## config.mk

```make
export PLATFORM = sky130hd
export DESIGN_NAME = rom_addr_seq
export DESIGN_NICKNAME = d
export VERILOG_FILES = /design/src/rtl/proc_pkg.sv /design/src/rtl/addr_lifo.sv /design/src/rtl/rom_addr_seq.sv
export SDC_FILE = /design/constraint.sdc
export NUM_CORES = 1
export LEC_CHECK = 0
export CORE_AREA = 5 5 42 44
export CTS_BUF_LIST = sky130_fd_sc_hd__clkbuf_4 sky130_fd_sc_hd__clkbuf_8
export DETAILED_ROUTE_END_ITERATION = 10
export DIE_AREA = 0 0 47 49
export PLACE_DENSITY_LB_ADDON = 0.15
export REMOVE_ABC_BUFFERS = 1
export SLEW_MARGIN = 20
export SYNTH_ARGS = -nofsm -noshare
export SYNTH_HDL_FRONTEND = slang
export SYNTH_HIERARCHICAL = 1
export SYNTH_SLANG_ARGS = --single-unit
```

## constraint.sdc

```tcl
create_clock -name CP -period 3.18 [get_ports CP]
set_input_delay 0.636 -clock CP [delete_from_list [all_inputs] [get_ports CP]]
set_output_delay 0.636 -clock CP [all_outputs]
set_load 0.02 [all_outputs]
```

## src/rtl/proc_pkg.sv

```systemverilog
// proc_pkg: shared sequencer state encoding and default sizing constants
package proc_pkg;
    localparam int DEF_ADDR_W = 4;
    localparam int DEF_STACK_DEPTH = 4;
    typedef enum logic [1:0] {IDLE, RUN, HALT} seq_state_t;
endpackage

```

## src/rtl/addr_lifo.sv

```systemverilog
// addr_lifo: return-address stack with push/pop, top-of-stack read and full/empty flags
module addr_lifo #(
    parameter int W = 4,
    parameter int DEPTH = 4
) (
    input  logic         clk,
    input  logic         rst_n,
    input  logic         push,
    input  logic         pop,
    input  logic [W-1:0] din,
    output logic [W-1:0] top,
    output logic         full,
    output logic         empty
);
    localparam int CW = $clog2(DEPTH + 1);
    localparam int IW = DEPTH > 1 ? $clog2(DEPTH) : 1;
    logic [W-1:0] mem [DEPTH];
    logic [CW-1:0] cnt;
    assign full = cnt == CW'(DEPTH);
    assign empty = cnt == '0;
    assign top = empty ? '0 : mem[IW'(cnt - 1'b1)];
    always_ff @(posedge clk or negedge rst_n) begin
        if (!rst_n) cnt <= '0;
        else if (push && !full) cnt <= cnt + 1'b1;
        else if (pop && !empty) cnt <= cnt - 1'b1;
    end
    always_ff @(posedge clk) begin
        if (push && !full) mem[IW'(cnt)] <= din;
    end
endmodule

```

## src/rtl/rom_addr_seq.sv

```systemverilog
// rom_addr_seq: handshaked ROM address sequencer (IDLE/RUN/HALT); `define ROM_SEQ_CALL_EN adds call/ret return stack
module rom_addr_seq
    import proc_pkg::*;
#(
    parameter int ADDR_W = DEF_ADDR_W,
    parameter logic [ADDR_W-1:0] RESET_ADDR = '0,
    parameter logic [ADDR_W-1:0] LAST_ADDR = {ADDR_W{1'b1}},
    parameter int STACK_DEPTH = DEF_STACK_DEPTH
) (
    input  logic              CP,
    input  logic              RST_n,
    input  logic              en,
    input  logic              wrap,
    input  logic              load,
    input  logic [ADDR_W-1:0] load_addr,
    input  logic              addr_ready,
`ifdef ROM_SEQ_CALL_EN
    input  logic              call,
    input  logic              ret,
    output logic              stk_full,
    output logic              stk_err,
`endif
    output logic [ADDR_W-1:0] out_addr_ROM,
    output logic              addr_valid,
    output logic              done
);
    seq_state_t state;
    logic hs, do_push, do_pop, lifo_full, lifo_empty;
    logic [ADDR_W-1:0] lifo_top, next_addr;
    // en=0 drops to IDLE before any handshake can take effect
    assign hs = (state == RUN) && en && addr_ready;
    assign next_addr = out_addr_ROM + 1'b1;
`ifdef ROM_SEQ_CALL_EN
    assign do_push = hs && load && call;
    assign do_pop = hs && !load && ret;
    addr_lifo #(.W(ADDR_W), .DEPTH(STACK_DEPTH)) u_lifo (
        .clk(CP),
        .rst_n(RST_n),
        .push(do_push),
        .pop(do_pop),
        .din(next_addr),
        .top(lifo_top),
        .full(lifo_full),
        .empty(lifo_empty)
    );
    assign stk_full = lifo_full;
    always_ff @(posedge CP or negedge RST_n) begin
        if (!RST_n) stk_err <= 1'b0;
        else if ((do_push && lifo_full) || (do_pop && lifo_empty)) stk_err <= 1'b1;
    end
`else
    logic unused_cfg;
    assign do_push = 1'b0;
    assign do_pop = 1'b0;
    assign lifo_full = 1'b0;
    assign lifo_empty = 1'b1;
    assign lifo_top = '0;
    assign unused_cfg = ^STACK_DEPTH;
`endif
    always_ff @(posedge CP or negedge RST_n) begin
        if (!RST_n) begin
            state <= IDLE;
            out_addr_ROM <= RESET_ADDR;
            addr_valid <= 1'b0;
            done <= 1'b0;
        end else if (load) begin
            if (!(do_push && lifo_full)) out_addr_ROM <= load_addr;
            state <= en ? RUN : IDLE;
            addr_valid <= en;
            done <= 1'b0;
        end else if (state != HALT) begin
            if (!en) begin
                state <= IDLE;
                addr_valid <= 1'b0;
            end else if (state == IDLE) begin
                state <= RUN;
                addr_valid <= 1'b1;
            end else if (addr_ready) begin
                if (do_pop) begin
                    if (!lifo_empty) out_addr_ROM <= lifo_top;
                end else if (out_addr_ROM == LAST_ADDR && !wrap) begin
                    state <= HALT;
                    addr_valid <= 1'b0;
                    done <= 1'b1;
                end else begin
                    out_addr_ROM <= out_addr_ROM == LAST_ADDR ? RESET_ADDR : next_addr;
                end
            end
        end
    end
endmodule

```

==> key figures, run 1 <==
Global route
  – First-pass GRT wire length: 1550 um
  – GR Util All Layers: 0.0947
  – Largest net degree at the start of global routing: 15
  – GRT overflow: 0
  – Number of global-route vias before repair: 336
  – Initial antenna violation count: 0

STA
  – Final Cycle Share: 0.613
  – Fin. max-slew vios: 0
  – Minimum clock period: 1.95 ns
  – Worst slew pin tran: 0.426 ns
  – Hold WS: 0.512 ns
  – Post-route setup TNS: 0 ns
  – RSZ-0062 raised after global routing: no
  – Max_slew headroom: 0.715
  – Fmax: 0.513 GHz
  – Setup-failing EPs final: 0
  – Final hold viol count: 0
  – Clock skew: 0.000199 ns

Setup path
  – Peak per-stage delay on the critical path: 0.64 ns
  – Worst reg-to-reg path cell count: 4
  – Worst setup SP type: register
  – WP buf/inv: 1
  – CP max FO: 7
  – Reg-to-reg setup timing slack: 1.52 ns
  – Critical path origin: state[0]$_DFFE_PN0P_
  – Top delay family on crit path: buffers and inverters
  – Arrival @ worst endpoint: 1.31 ns
  – Worst r2r src: out_addr_ROM[0]$_DFFE_PN0P_
  – Slowest stage cell on the critical path: clkdlybuf4s50_1
  – CP Data Required Time: 2.54 ns
  – R2r endpoint: out_addr_ROM[1]$_DFFE_PN0P_
  – Worst setup path class: reg2out
  – Crit-path cells: clkdlybuf4s50_1
  – Setup crit end kind: primary output

Min path
  – Class of the worst hold path: reg2reg
  – Worst hold start: done$_DFFE_PN0P_
  – Depth of the worst hold-timing path: 2
  – Worst Hold Path EP: done$_DFFE_PN0P_

Floorplan
  – Die H: 49 um
  – I/O pin count: 16
  – Cell row count: 14
  – Core Area: 0.00140 mm^2
  – Die width: 47 um
  – Die ar.: 0.00230 mm^2
  – Starting density of the core: 0.288

Synth
  – Post-synthesis mux area share: 0
  – Post-Syn Instances: 42
  – Area share of fa/ha/maj cells after synthesis: 0.0310
  – Area share of xor/xnor cells in the synthesized design: 0
  – Synthesized cell area: 404 um^2
  – Count of cell types in the netlist: 23
  – Post-Syn Area per Cell: 9.62 um^2
  – Post-Synth Simple-Gate Area: 0.319
  – Seq/Total Area, Yosys: 0.433
  – Compound-Gate Fraction of Synth Area: 0.170
  – Synthesis-stage register bit count: 7
  – YS warnings: 6
  – Largest family of logic cells by synthesized area: simple AND/OR/NAND/NOR gates

Final layout
  – Share of cells above drive strength 1: 0.0678
  – Layout Nets: 71
  – Number of diodes: 0
  – Fill cells: 159
  – Area added between synthesis and finish: 45.8%

Job
  – Max Cap Viol: 0

Detailed routing
  – Final ANT Viol Nets: 0
  – Drt pass-1 iters: 3
  – WL/cell: 12.8 um
  – Vias: 387
  – Number of DRC markers in iteration 0: 2
  – Remaining DRCs: 0
  – Final WL: 958 um
  – DR vias/cell: 5.16

Place
  – Routability Congestion: 0.735
  – Port Buffers: 15
  – DP HPWL: 675 um

Clock network
  – CTS Root Cell: clkbuf_4
  – Clock Latency Late Sink: 0.25 ns
  – CTS Buf Count: 3
  – H-Tree Depth: 1
  – CTS tree: built
  – CTS Sinks: 7
  – CTS hold repair buffers: 0
  – CTS clk-pin slew, worst paths: 0.05 ns
  – Max clock buf depth: 2
  – Resized cells post-CTS: 0
  – Setup Buffers After CTS: 0

Status
  – Status: finished clean

Power and ir drop
  – Pwr dens: 430 mW/mm^2
  – Leakage: 0.236 nW
  – Maximum VDD drop: 0.148 mV
  – Pwr Total: 0.000253 W
[stage by stage]
step,std cells,setup WS [ns],util,instance area (um^2)
finish,75,1.23,0.421,589
global route,75,1.13,0.421,589
CTS,75,1.22,0.421,589
detailed placement,71,0.992,0.399,559
global placement,71,1.00,0.399,559
floorplan,40,1.56,-,389
[routing by layer]
metal | vias to the layer above | GRT usage | wire length (um)
li1 | 192 | - | -
met1 | 180 | 0.138 | 477
met2 | 15 | 0.109 | 387
met3 | 0 | 0.0443 | 94
met4 | 0 | 0.0553 | 0
met5 | - | 0 | 0
[placed cells by master (no fill, tap or decap), drive strengths merged]
cell type | Yosys | final
nor2 | 1 | 1
a2bb2oi | 1 | 1
or4 | 2 | 2
nand3 | 4 | 4
clkbuf | 1 | 4
or4b | 2 | 2
nor4b | 1 | 1
a41oi | 1 | 1
o21a | 1 | 1
o311ai | 1 | 1
o21ai | 2 | 2
nand2b | 1 | 1
a31oi | 2 | 2
ha | 1 | 1
nor3 | 1 | 1
nand2 | 4 | 4
nor2b | 4 | 4
and4b | 1 | 1
dfrtp | 7 | 7
inv | 1 | 1
clkdlybuf4s50 | 0 | 15
a21oi | 1 | 1
o21bai | 1 | 1
[how the worst max path moves through the flow]
stage	cells past startpoint	slack [ns]	to
final	1	1.23	addr_valid
after global routing	1	1.13	out_addr_ROM[0]
after CTS	1	1.22	addr_valid
after detailed placement	4	0.99	out_addr_ROM[3]$_DFFE_PN0P_
after global placement	4	1.00	out_addr_ROM[3]$_DFFE_PN0P_
after floorplan	4	1.56	out_addr_ROM[1]$_DFFE_PN0P_
[cell usage after synthesis]
cell / number / area [um^2]
dfrtp_1: 7 / 175
nand2_1: 4 / 15.0
nand3_1: 4 / 20.0
nor2b_1: 4 / 25.0
a31oi_1: 2 / 12.5
o21ai_0: 2 / 10.0
or4_1: 2 / 15.0
or4b_1: 2 / 20.0
a21oi_1: 1 / 5.00
a2bb2oi_1: 1 / 8.76
a41oi_1: 1 / 8.76
and4b_1: 1 / 10.0
buf_6: 1 / 11.3
clkbuf_1: 1 / 3.75
ha_1: 1 / 12.5
inv_1: 1 / 3.75
nand2b_1: 1 / 6.26
nor2_1: 1 / 3.75
nor3_1: 1 / 5.00
nor4b_1: 1 / 8.76
o21a_1: 1 / 7.51
o21bai_1: 1 / 7.51
o311ai_0: 1 / 8.76
[registers in the layout, indices dropped and copies added (netlist names)]
signal        cells
done              1
state             2
out_addr_ROM      4
[layout make-up]
| cell class | count | area, um^2 | share of cell area |
|---|---|---|---|
| inverters | 1 | 3.75 | 0.00637 |
| well taps | 16 | 20.0 | 0.0340 |
| flip-flops and latches | 7 | 175 | 0.297 |
| repair buffers | 15 | 150 | 0.255 |
| clock buffers | 4 | 30.0 | 0.0510 |
| multi-input cells | 32 | 210 | 0.357 |
[where the power goes]
part	switching, W	leakage (nW)	internal, W
Sequential	0.00000865	0.0873	0.0000958
Combinational	0.0000257	0.130	0.0000319
Clock	0.0000345	0.0184	0.0000565
Total	0.0000689	0.236	0.000184
[cells by family (layout without fill, tap and decap cells)]
| group | Yosys count | count (layout) |
|---|---|---|
| AO/OA/AOI/OAI | 10 | 10 |
| adder cells (fa/ha/maj) | 1 | 1 |
| flip-flops | 7 | 7 |
| AND/OR/NAND/NOR | 21 | 21 |
| buffers and inverters | 3 | 20 |
Note: power is estimated with default switching activity, not from simulation.
==> run 2, diff against run 1 <==
==> constraint.sdc (replaced) <==
create_clock -name CP -period 1.7 [get_ports CP]
set_input_delay 0.34 -clock CP [delete_from_list [all_inputs] [get_ports CP]]
set_output_delay 0.34 -clock CP [all_outputs]
set_load 0.02 [all_outputs]
==> key figures, run 2 (synthesis results as in run 1) <==
Final layout
  – Layout Nets: 79
  – Max FFs per register: 4
  – Most frequent cells in the layout: clkdlybuf4s50_1 (13), buf_4 (8), dfrtp_1 (7)
  – FF/Latch Area: 175 um^2
  – Most flops, register: out_addr_ROM
  – Fill cells: 152
  – Share of cells above drive strength 1: 0.179
  – Largest regs: out_addr_ROM: 4 flops, state: 2 flops, done: 1 flops
  – Area added between synthesis and finish: 61.9%
  – Number of diodes: 0
  – Multi-input gate area in the final layout: 210 um^2
  – Finished layout cell area: 654 um^2
  – Commonest non-fill, non-tap cell in the layout: clkdlybuf4s50_1

Clock network
  – H-Tree Depth: 1
  – CTS Root Cell: clkbuf_4
  – Clock Latency Late Sink: 0.24 ns
  – Setup Buffers After CTS: 0
  – Max clock buf depth: 2
  – CTS Sinks: 7
  – CTS clk-pin slew, worst paths: 0.06 ns
  – CTS tree: built
  – CTS Buf Count: 3

Setup path
  – Setup crit end kind: primary output
  – Crit-path cells: clkdlybuf4s50_1
  – Arrival @ worst endpoint: 1.28 ns
  – Top delay family on crit path: buffers and inverters
  – Worst setup path class: reg2out
  – CP max FO: 5
  – Slowest stage cell on the critical path: clkdlybuf4s50_1
  – Worst setup SP type: register
  – CP Data Required Time: 1.36 ns
  – Peak per-stage delay on the critical path: 0.63 ns
  – WP buf/inv: 1

Power and ir drop
  – Leakage: 0.295 nW
  – Pwr Total: 0.000484 W
  – Maximum VDD drop: 0.394 mV
  – Pwr dens: 739 mW/mm^2

Detailed routing
  – Remaining DRCs: 0
  – Final ANT Viol Nets: 0
  – Number of DRC markers in iteration 0: 6
  – Vias: 402
  – WL/cell: 12.5 um
  – Final WL: 1040 um
  – Drt pass-1 iters: 3
  – DR vias/cell: 4.84

Global route
  – Initial antenna violation count: 0
  – GR Util All Layers: 0.102
  – Largest net degree at the start of global routing: 9
  – GRT overflow: 0
  – First-pass GRT wire length: 1700 um
  – Number of global-route vias before repair: 397

Floorplan
  – Die width: 47 um
  – Die ar.: 0.00230 mm^2
  – I/O pin count: 16
  – Cell row count: 14
  – Core Area: 0.00140 mm^2
  – Starting density of the core: 0.288
  – Die H: 49 um

Place
  – Port Buffers: 15
  – Routability Congestion: 0.652
  – Dpl cell area: 619 um^2
  – DP HPWL: 773 um

STA
  – Fmax: 0.618 GHz
  – Fin. max-slew vios: 0
  – Worst slew pin tran: 0.353 ns
  – Minimum clock period: 1.62 ns
  – Setup-failing EPs final: 0
  – Final hold viol count: 0
  – Clock skew: 0.00434 ns
  – Final Cycle Share: 0.952
  – Max_slew headroom: 0.764
  – RSZ-0062 raised after global routing: no

Job
  – Max Cap Viol: 0

Min path
  – Class of the worst hold path: in2async

Status
  – Status: finished clean
-- run 2: changes by cell type in the layout (fill, tap and decap cells not counted), sizes merged --
cell / change
buf: +8
clkdlybuf4s50: -2
dlymetal6s2s: +2
-- run 2: timing repair --
action                                  in CTS  in global routing
hold buffers                                 0                  0
gates resized for setup                      0                  2
endpoints found under the setup margin       0                  2
-- run 2: power by group --
part,internal [W],switching [W]
Combinational,0.0000716,0.0000521
Sequential,0.000179,0.0000155
Clock,0.000105,0.0000595
Total,0.000356,0.000127
-- run 2: path summary, 6_finish.rpt --
| check | to | startpoint | slack, ns | cells after the start |
|---|---|---|---|---|
| setup / recovery | out_addr_ROM[1] | out_addr_ROM[1]$_DFFE_PN0P_ | 0.08 | 1 |
| hold / removal | out_addr_ROM[0]$_DFFE_PN0P_ | RST_n | 0.37 | 1 |
| setup reg to reg | out_addr_ROM[1]$_DFFE_PN0P_ | out_addr_ROM[0]$_DFFE_PN0P_ | 0.13 | 4 |
| hold reg to reg | done$_DFFE_PN0P_ | done$_DFFE_PN0P_ | 0.50 | 2 |
| max in group asynchronous | done$_DFFE_PN0P_ | RST_n | 1.07 | 1 |
| min in group CP | done$_DFFE_PN0P_ | done$_DFFE_PN0P_ | 0.50 | 2 |
-- run 2: area by class of cell --
class	count	area share
Inverter	1	0.00574
Sequential cell	7	0.268
Clock buffer	4	0.0459
Multi-Input combinational cell	32	0.321
Tap cell	16	0.0306
Timing Repair Buffer	23	0.329
-- run 2: routing by layer --
layer | vias to the layer above | wire (um) | track usage
met1 | 178 | 524 | 0.144
met4 | 0 | 0 | 0.0415
met5 | - | 0 | 0
met3 | 0 | 115 | 0.0590
met2 | 13 | 398 | 0.124
li1 | 211 | - | -
-- run 2: through the flow --
stage | TNS, ns | setup WS (ns) | hold slack, ns | cells | util
CTS | 0 | 0.0407 | 0.370 | 83 | 0.463
global route | 0 | 0.0131 | 0.381 | 83 | 0.467
detailed placement | -0.191 | -0.101 | 0.502 | 79 | 0.442
finish | 0 | 0.0820 | 0.367 | 83 | 0.467
floorplan | 0 | 0.0782 | 0.0444 | 40 | -
global placement | -0.156 | -0.0766 | 0.499 | 79 | 0.442
==> run 3, diff against run 2 <==
--- a/config.mk
+++ b/config.mk
@@ -9,7 +9,7 @@
 export CTS_BUF_LIST = sky130_fd_sc_hd__clkbuf_4 sky130_fd_sc_hd__clkbuf_8
 export DETAILED_ROUTE_END_ITERATION = 10
 export DIE_AREA = 0 0 47 49
-export PLACE_DENSITY_LB_ADDON = 0.15
+export PLACE_DENSITY = 0.64
 export REMOVE_ABC_BUFFERS = 1
 export SLEW_MARGIN = 20
 export SYNTH_ARGS = -nofsm -noshare
==> key figures, run 3 (synthesis results as in run 1) <==
STA
  – RSZ-0062 raised after global routing: no
  – Setup-failing EPs final: 0
  – Worst slew pin tran: 0.336 ns
  – Clock skew: 0.00507 ns
  – Hold WS: 0.350 ns
  – Post-route setup TNS: 0 ns
  – Minimum clock period: 1.62 ns
  – Final hold viol count: 0
  – Max_slew headroom: 0.775
  – Fmax: 0.619 GHz
  – Fin. max-slew vios: 0
  – Final Cycle Share: 0.951

Global route
  – Initial antenna violation count: 0
  – First-pass GRT wire length: 1580 um
  – GRT overflow: 0
  – Largest net degree at the start of global routing: 9
  – Number of global-route vias before repair: 376
  – GR Util All Layers: 0.0990

Final layout
  – Max FFs per register: 4
  – Non-Filler Instances: 84
  – Layout Nets: 80
  – Largest regs: out_addr_ROM: 4 flops, state: 2 flops, done: 1 flops
  – Most frequent cells in the layout: clkdlybuf4s50_1 (13), buf_4 (9), dfrtp_1 (7)
  – Number of diodes: 0
  – Commonest non-fill, non-tap cell in the layout: clkdlybuf4s50_1
  – Most flops, register: out_addr_ROM
  – Share of cells above drive strength 1: 0.191
  – Area added between synthesis and finish: 63.8%

Power and ir drop
  – Seq pwr share: 0.392
  – Switch share: 0.266
  – Switching power of the nets: 0.000131 W
  – Maximum VDD drop: 0.411 mV
  – Leakage: 0.300 nW
  – Cell internal pwr: 0.000360 W
  – Gate power share: 0.264
  – Pwr dens: 742 mW/mm^2
  – Clk pwr share: 0.344

Setup path
  – Setup crit end kind: primary output
  – Peak per-stage delay on the critical path: 0.63 ns
  – Critical path origin: out_addr_ROM[2]$_DFFE_PN0P_
  – Slowest stage cell on the critical path: clkdlybuf4s50_1
  – Top delay family on crit path: buffers and inverters
  – Worst path depth: 1
  – R2r endpoint: out_addr_ROM[1]$_DFFE_PN0P_
  – CP max FO: 5
  – Crit path capture: out_addr_ROM[2]
  – Worst reg-to-reg path cell count: 4
  – Worst r2r src: out_addr_ROM[1]$_DFFE_PN0P_
  – Worst setup SP type: register
  – Arrival @ worst endpoint: 1.28 ns
  – Worst setup path class: reg2out
  – WP buf/inv: 1
  – CP Data Required Time: 1.36 ns
  – Reg-to-reg setup timing slack: 0.17 ns
  – Crit-path cells: clkdlybuf4s50_1

Floorplan
  – Cell row count: 14
  – I/O pin count: 16
  – Die width: 47 um
  – Die ar.: 0.00230 mm^2
  – Die H: 49 um
  – Starting density of the core: 0.288
  – Core Area: 0.00140 mm^2

Detailed routing
  – Remaining DRCs: 0
  – DR vias/cell: 5.02
  – Drt pass-1 iters: 4
  – WL/cell: 11.7 um
  – Vias: 422
  – Final ANT Viol Nets: 0
  – Number of DRC markers in iteration 0: 4
  – Final WL: 983 um

Place
  – Port Buffers: 15
  – DP Cell Count: 80
  – Routability Congestion: 0.818
  – DP HPWL: 781 um

Min path
  – Class of the worst hold path: in2async

Clock network
  – Clock Latency Late Sink: 0.25 ns
  – CTS clk-pin slew, worst paths: 0.05 ns
  – CTS tree: built
  – CTS Sinks: 7
  – Max clock buf depth: 2
  – CTS Root Cell: clkbuf_4
  – CTS Buf Count: 3
  – H-Tree Depth: 1

Job
  – Max Cap Viol: 0

Status
  – Status: finished clean
[run 3: routing by layer]
| layer | wire, um | vias to the layer above | global-route usage |
|---|---|---|---|
| li1 | - | 211 | - |
| met1 | 439 | 188 | 0.131 |
| met2 | 408 | 18 | 0.120 |
| met3 | 95 | 5 | 0.0369 |
| met4 | 38 | 0 | 0.0829 |
| met5 | 0 | - | 0 |
[run 3: worst min-delay path by stage]
| stage | cells past startpoint | from | slack (ns) | to |
|---|---|---|---|---|
| 3_3_place_gp | 2 | done$_DFFE_PN0P_ | 0.49 | done$_DFFE_PN0P_ |
| 3_5_place_dp | 2 | done$_DFFE_PN0P_ | 0.50 | done$_DFFE_PN0P_ |
| 5_1_grt | 1 | RST_n | 0.38 | out_addr_ROM[1]$_DFFE_PN0P_ |
| 6_report | 1 | RST_n | 0.35 | out_addr_ROM[2]$_DFFE_PN0P_ |
| 2_1_floorplan | 0 | RST_n | 0.04 | done$_DFFE_PN0P_ |
| 4_1_cts | 1 | RST_n | 0.36 | out_addr_ROM[2]$_DFFE_PN0P_ |
[run 3: timing repair]
action / in CTS / in global routing
setup buffers: 0 / 0
hold buffers: 0 / 0
setup endpoints to repair: 0 / 2
gates resized for setup: 0 / 2
[run 3: stage by stage]
| step | cell area (um^2) | total power, W | util | worst slack, ns |
|---|---|---|---|---|
| after floorplan | 389 | 0.000243 | - | 0.0782 |
| after global placement | 627 | 0.000327 | 0.447 | -0.0657 |
| after detailed placement | 627 | 0.000326 | 0.447 | -0.0792 |
| after CTS | 657 | 0.000503 | 0.469 | 0.0228 |
| after global routing | 662 | 0.000527 | 0.472 | 0.0128 |
| final | 662 | 0.000491 | 0.472 | 0.0841 |
[run 3: power by group through the flow]
stage / clock (W) / sequential [W] / combinational (W)
2_1_floorplan: 0 / 0.000210 / 0.0000330
3_3_place_gp: 0 / 0.000196 / 0.000131
3_5_place_dp: 0 / 0.000195 / 0.000131
4_1_cts: 0.000178 / 0.000192 / 0.000133
5_1_grt: 0.000190 / 0.000195 / 0.000142
6_report: 0.000169 / 0.000192 / 0.000129
[run 3: area by class of cell]
cell class | instances | area [um^2]
sequential | 7 | 175
timing repair buffer | 24 | 223
inverter | 1 | 3.75
fill | 152 | 739
multi-input combinational | 32 | 210
tap | 16 | 20.0
clock buffer | 4 | 30.0
